**src/rtl/npc_pkg.sv**
```systemverilog
// Shared encodings and helpers for the fetch stage: branch/jump kinds,
// comparator bit positions, the IF/ID payload and the branch offset helper.
package npc_pkg;

   typedef enum logic [2:0] {
      BR_NONE = 3'd0,
      BR_BEQ  = 3'd1,
      BR_BNE  = 3'd2,
      BR_BGEZ = 3'd3,
      BR_BGTZ = 3'd4,
      BR_BLEZ = 3'd5,
      BR_BLTZ = 3'd6,
      BR_RSVD = 3'd7
   } brType_e;

   typedef enum logic [1:0] {
      JMP_NONE = 2'd0,
      JMP_IDX  = 2'd1,
      JMP_REG  = 2'd2,
      JMP_RSVD = 2'd3
   } jmpType_e;

   localparam logic [31:0] PC_RESET_DEFAULT = 32'h0000_3000;

   // Bit positions inside the ID comparator result
   localparam int CMP_EQ   = 0;
   localparam int CMP_GEZ  = 1;
   localparam int CMP_ZERO = 2;

   typedef struct packed {
      logic [31:0] instr;
      logic [31:0] pc;
      logic [31:0] pc8;
   } ifid_t;

   // Sign-extended word offset of a 16-bit branch immediate
   function automatic logic signed [31:0] brOffset(input logic [15:0] imm);
      logic signed [31:0] ext;
      ext = {{16{imm[15]}}, imm};
      return ext <<< 2;
   endfunction

endpackage

```
**src/rtl/fetch_ifid_if.sv**
```systemverilog
// Instruction-memory port of the fetch stage: the core drives the PC and the
// memory answers with the word at that address in the same cycle.
interface fetch_ifid_if;
   logic [31:0] imem_addr;
   logic [31:0] imem_rdata;

   modport master (output imem_addr, input imem_rdata);
   modport slave  (input imem_addr, output imem_rdata);
endinterface

```
**src/rtl/br_cond.sv**
```systemverilog
// Branch-taken decision from the ID branch kind and the rs/rt comparator bits.
module br_cond
   import npc_pkg::*;
(
   input  logic [2:0] id_br_type,
   input  logic [2:0] id_cmp,
   output logic       taken
);

   logic eq;
   logic gez;
   logic zero;

   assign eq   = id_cmp[CMP_EQ];
   assign gez  = id_cmp[CMP_GEZ];
   assign zero = id_cmp[CMP_ZERO];

   always_comb begin
      taken = 1'b0;
      case (brType_e'(id_br_type))
         BR_BEQ:  taken = eq;
         BR_BNE:  taken = !eq;
         BR_BGEZ: taken = gez;
         BR_BGTZ: taken = gez && !zero;
         BR_BLEZ: taken = !gez || zero;
         BR_BLTZ: taken = !gez;
         default: taken = 1'b0;
      endcase
   end

endmodule

```
**src/rtl/fetch_ifid.sv**
```systemverilog
// Fetch stage with the IF/ID register: PC register, next-PC selection for
// branches/jumps resolved in ID (one delay slot, no flush), IF/ID latch.
module fetch_ifid
   import npc_pkg::*;
#(
   parameter logic [31:0] PC_RESET = PC_RESET_DEFAULT
) (
   input  logic               clk,
   input  logic               reset,
   input  logic               stall,
   input  logic [2:0]         id_br_type,
   input  logic [1:0]         id_jump,
   input  logic [2:0]         id_cmp,
   input  logic [31:0]        id_rs_data,
   fetch_ifid_if.master       imemBus,
   output logic [31:0]        id_instr,
   output logic [31:0]        id_pc,
   output logic [31:0]        id_pc8,
   output logic               redirect
);

   logic [31:0] pcP0;
   ifid_t       ifidP1;

   logic        brTaken;
   logic        idLive;
   logic [31:0] pcSeq;
   logic [31:0] jumpIdxTarget;
   logic [31:0] jumpRegTarget;
   logic [31:0] brTarget;
   logic [31:0] nextPc;
   logic        redirectSel;

   br_cond uBrCond (
      .id_br_type (id_br_type),
      .id_cmp     (id_cmp),
      .taken      (brTaken)
   );

   // IF stage: target candidates
   assign pcSeq         = pcP0 + 32'd4;
   assign jumpIdxTarget = {ifidP1.pc[31:28], ifidP1.instr[25:0], 2'b00};
   assign jumpRegTarget = id_rs_data & 32'hFFFF_FFFC;
   assign brTarget      = ifidP1.pc + 32'd4 + $unsigned(brOffset(ifidP1.instr[15:0]));

   // A nop in ID never redirects, and a stalled cycle resolves nothing
   assign idLive = (|ifidP1.instr) && !stall;

   always_comb begin
      nextPc      = pcSeq;
      redirectSel = 1'b0;
      if (idLive) begin
         case (jmpType_e'(id_jump))
            JMP_IDX: begin
               nextPc      = jumpIdxTarget;
               redirectSel = 1'b1;
            end
            JMP_REG: begin
               nextPc      = jumpRegTarget;
               redirectSel = 1'b1;
            end
            default: begin
               if (brTaken) begin
                  nextPc      = brTarget;
                  redirectSel = 1'b1;
               end
            end
         endcase
      end
   end

   // PC register and IF/ID latch; the delay-slot word is always captured
   always_ff @(posedge clk) begin
      if (!reset) begin
         pcP0         <= PC_RESET;
         ifidP1.instr <= 32'd0;
         ifidP1.pc    <= 32'd0;
         ifidP1.pc8   <= 32'd8;
      end else if (!stall) begin
         pcP0         <= nextPc;
         ifidP1.instr <= imemBus.imem_rdata;
         ifidP1.pc    <= pcP0;
         ifidP1.pc8   <= pcP0 + 32'd8;
      end
   end

   assign imemBus.imem_addr = pcP0;
   assign id_instr          = ifidP1.instr;
   assign id_pc             = ifidP1.pc;
   assign id_pc8            = ifidP1.pc8;
   assign redirect          = redirectSel;

endmodule

```
**src/flat_wrapper.sv**
```systemverilog
// flat-port wrapper written by rule: the top's interface ports become plain ports
module fetch_ifid_flat import npc_pkg::*;
#(
   parameter logic [31:0] PC_RESET = PC_RESET_DEFAULT
)
  (clk, reset, stall, id_br_type, id_jump, id_cmp, id_rs_data, id_instr, id_pc, id_pc8, redirect, imemBus_imem_addr, imemBus_imem_rdata);
  fetch_ifid_if imemBus_i ();
  input  logic clk;
  input  logic reset;
  input  logic stall;
  input  logic [2:0] id_br_type;
  input  logic [1:0] id_jump;
  input  logic [2:0] id_cmp;
  input  logic [31:0] id_rs_data;
  output logic [31:0] id_instr;
  output logic [31:0] id_pc;
  output logic [31:0] id_pc8;
  output logic redirect;
  output wire logic [$bits(imemBus_i.imem_addr)-1:0] imemBus_imem_addr;
  input wire logic [$bits(imemBus_i.imem_rdata)-1:0] imemBus_imem_rdata;
  assign imemBus_imem_addr = imemBus_i.imem_addr;
  assign imemBus_i.imem_rdata = imemBus_imem_rdata;
  fetch_ifid #(.PC_RESET(PC_RESET)) u_core (.clk(clk), .reset(reset), .stall(stall), .id_br_type(id_br_type), .id_jump(id_jump), .id_cmp(id_cmp), .id_rs_data(id_rs_data), .imemBus(imemBus_i), .id_instr(id_instr), .id_pc(id_pc), .id_pc8(id_pc8), .redirect(redirect));
endmodule
```
**config.mk**
```make
export PLATFORM = sky130hd
export DESIGN_NAME = fetch_ifid_flat
export DESIGN_NICKNAME = d
export VERILOG_FILES = /design/src/rtl/npc_pkg.sv /design/src/rtl/fetch_ifid_if.sv /design/src/rtl/br_cond.sv /design/src/rtl/fetch_ifid.sv /design/src/flat_wrapper.sv
export SDC_FILE = /design/constraint.sdc
export NUM_CORES = 1
export LEC_CHECK = 0
export BUFFER_PORTS_ARGS = -buffer_cell sky130_fd_sc_hd__buf_4
export CORE_ASPECT_RATIO = 1.5
export CORE_MARGIN = 2
export CORE_UTILIZATION = 55
export CTS_CLUSTER_DIAMETER = 120
export DETAILED_ROUTE_END_ITERATION = 10
export PLACE_DENSITY = 0.82
export SYNTH_ARGS = -nofsm -noshare
export SYNTH_HDL_FRONTEND = slang
export SYNTH_SLANG_ARGS = --single-unit
```
**constraint.sdc**
```tcl
create_clock -name clk -period 3.9 [get_ports clk]
set_input_delay 0.195 -clock clk [delete_from_list [all_inputs] [get_ports clk]]
set_output_delay 0.195 -clock clk [all_outputs]
set_load 0.05 [all_outputs]
```
==> flow_metrics.env <==
export IMPL_drt_iter0_drc=670
export IMPL_cts_htree_levels=4
export IMPL_clk_pin_slew_ns=0.06
export IMPL_hold_slack_ns=-0.002888
export IMPL_arrival_ns=3.82
export IMPL_cpPeakStageDelay_ns=0.49
export IMPL_fin_worst_skew_ns=0.008606
export IMPL_grt_use_total=0.3436
export IMPL_cts_sinks=125
export IMPL_crit_path_max_fanout=5
export IMPL_grt_pass1_wl_um=44130
export IMPL_hold_buffers=2
export IMPL_layout_commonest_cell="buf_4"
export IMPL_fin_crit_sh=0.9075
export IMPL_grt_pass1_vias=8470
export IMPL_ios=204
export IMPL_yosysWarnings=0
export IMPL_stdcell_count=1381
export IMPL_netlist_area_sq_um=8199
export IMPL_outcome="finished with violations"
export IMPL_setup_viol=0
export IMPL_syn2layout_area_growth_pct=26.63
export IMPL_yosysUniqueCellTypes=71
export IMPL_vias=8790
export IMPL_overflow=0
export IMPL_synth_ff_type="dfxtp_1"
export IMPL_synth_seq_cells=125
export IMPL_cts_root_buffer="clkbuf_16"
export IMPL_finish_utilization=0.7114
export IMPL_fin_setup_tns_ns=0
export IMPL_cp_required_ns=4.18
export IMPL_failed_checks="negative hold slack"
export IMPL_crit_top_cell="ha_1"
export IMPL_period_needed_ns=3.539
export IMPL_drive_gt1_frac=0.2329
export IMPL_die_w_um=103.7
export IMPL_cts_buffers=17
export IMPL_seq_area_sq_um=2502
export IMPL_avgViaCountPerCell=6.365
export IMPL_rsz0062_at_grt="false"
export IMPL_cts_setup_buffers=0
export IMPL_fmax_mhz=282.5
export IMPL_ant_nets=0
export IMPL_cts_resized=0
export IMPL_nets=1310
export IMPL_multi_input_area_sq_um=5268
export IMPL_wl_per_cell_um=20.26
export IMPL_synth_async_reset_ratio=0
export IMPL_tightest_slew_ns=0.9088
export IMPL_final_cell_mix="223 x buf_4, 144 x nor2_1, 125 x dfxtp_1"
export IMPL_hold_viol_final=3
export IMPL_wl_um=27980
export IMPL_row_count=54
export IMPL_relSlewSlack=0.3919
export IMPL_start_util=0.5618
export IMPL_core_sq_um=14590
export IMPL_met1_length_um=10410
export IMPL_synth_edf_count=0
export IMPL_fp_dieArea_sq_um=15920
export IMPL_dpl_hpwl_um=20230
export IMPL_vdd_drop_max_mv=0.2424
export IMPL_setup_worst_path_end_class="flop"
export IMPL_ctsLongestPathBuffers=2
export IMPL_critical_path_class="reg -> reg"
export IMPL_synth_area_per_cell_sq_um=8.240
export IMPL_dr_max_layer_used="met4"
export IMPL_yosysSeqAreaShare=0.3052
export IMPL_wl_met2_um=14010
export IMPL_tritoncts="yes"
export IMPL_grt_start_max_net_pins=75
export IMPL_start_kind="flop"
export IMPL_postSynthCellCount=995
export IMPL_power_density_nw_per_um2=387.7
export IMPL_cp_slowest_cell="or3b_2"
export IMPL_drt_pass1_iterations=6
export IMPL_drv_cap=0
export IMPL_crit_chain="ha_1, ha_1, a21oi_1, o211ai_1, a21o_1, a41oi_1, o21ai_0, or3b_2, a31oi_1, o22ai_1"
export IMPL_antenna_found_initial=0
export IMPL_portBuffers=201
export IMPL_syn_nets=1132
export IMPL_clk_latency_ns=0.43
export IMPL_route_met3_wl_um=2270
export IMPL_fill_cells=1212
export IMPL_hp_class="in -> reg"
export IMPL_dp_cells=1348
export IMPL_gp_congestion=0.9561
export IMPL_finalMaxSlewViolations=0
export IMPL_die_height_um=153.5
export IMPL_n_antenna_cell=0
export IMPL_drc_errors=0
export IMPL_power_leakage_nw=4.762
==> path summary, 6_finish.rpt <==
kind	from	end	slack, ns	depth (start not counted)
hold / removal	imemBus_imem_rdata[1]	u_core.id_instr[1]	-0.003	3
hold reg to reg	u_core.imemBus.imem_addr[1]	u_core.imemBus.imem_addr[1]	0.48	2
setup / recovery	u_core.id_instr[5]	u_core.imemBus.imem_addr[30]	0.36	10
setup reg to reg	u_core.id_instr[5]	u_core.imemBus.imem_addr[30]	0.36	10
==> per-layer routing <==
metal / vias to the layer above / track usage
met2: 448 / 0.6067
met4: 0 / 0.1763
met3: 102 / 0.06783
met1: 4191 / 0.3931
li1: 4049 / -
met5: - / 0
==> synthesized netlist by cell type (15+ instances only) <==
cell type,instances,area share
a21oi_1,92,0.056
ha_1,61,0.093
nor2b_1,30,0.023
xnor2_1,16,0.017
a221oi_1,18,0.019
nand2_1,55,0.025
clkbuf_1,45,0.021
dfxtp_1,125,0.31
nor3_1,16,0.0098
inv_1,15,0.0069
xor2_1,23,0.025
mux2i_1,47,0.057
nor2_1,144,0.066
nor4_1,15,0.011
nand3_1,21,0.013
a21o_1,18,0.016
a22oi_1,17,0.016
nand4_1,18,0.014
o21ai_0,34,0.021
a211oi_1,23,0.021
==> per-stage QoR <==
step,worst slack (ns),power [mW],area (sq um)
after floorplan,0.5178,2.073,8199
after global placement,0.6291,2.358,9758
after detailed placement,0.5757,2.373,9758
after CTS,0.4488,4.004,10380
after global routing,0.2764,4.149,10380
final,0.3608,4.025,10380
==> kinds of logic after synthesis <==
group	share of synthesized area
DFF	0.3052
adders and majority gates	0.09553
and+or+nand+nor	0.2053
buffers and inverters	0.05234
AOI/OAI and AO/OA	0.2358
muxes	0.06424
xor gates and xnor gates	0.04166
==> state kept, by name, indices dropped and copies added (netlist names) <==
register	cells
u_core.id_pc	32
u_core.imemBus.imem_addr	32
u_core.id_pc8	29
u_core.id_instr	32
==> worst max-delay path: cells and delay by family, from the launching register on <==
| kind | cells | cell delay, ns |
|---|---|---|
| AO/OA/AOI/OAI | 7 | 1.79 |
| adder cells (fa/ha/maj) | 2 | 0.64 |
| AND/OR/NAND/NOR | 1 | 0.49 |
| flip-flops | 1 | 0.44 |
==> cell type report <==
cell class | instances | area share
multi-input cells | 788 | 0.5073
inverters | 15 | 0.005543
clock buffers | 18 | 0.04230
flip-flops and latches | 125 | 0.2410
well taps | 196 | 0.02362
clock inverters | 13 | 0.01591
repair buffers | 226 | 0.1643
==> power by group <==
part           total (mW)  internal, mW  switching (mW)
sequential           1.45          1.34           0.105
clock                1.66          1.02           0.636
combinational       0.917         0.328           0.590
(Power assumes the default switching activity.)
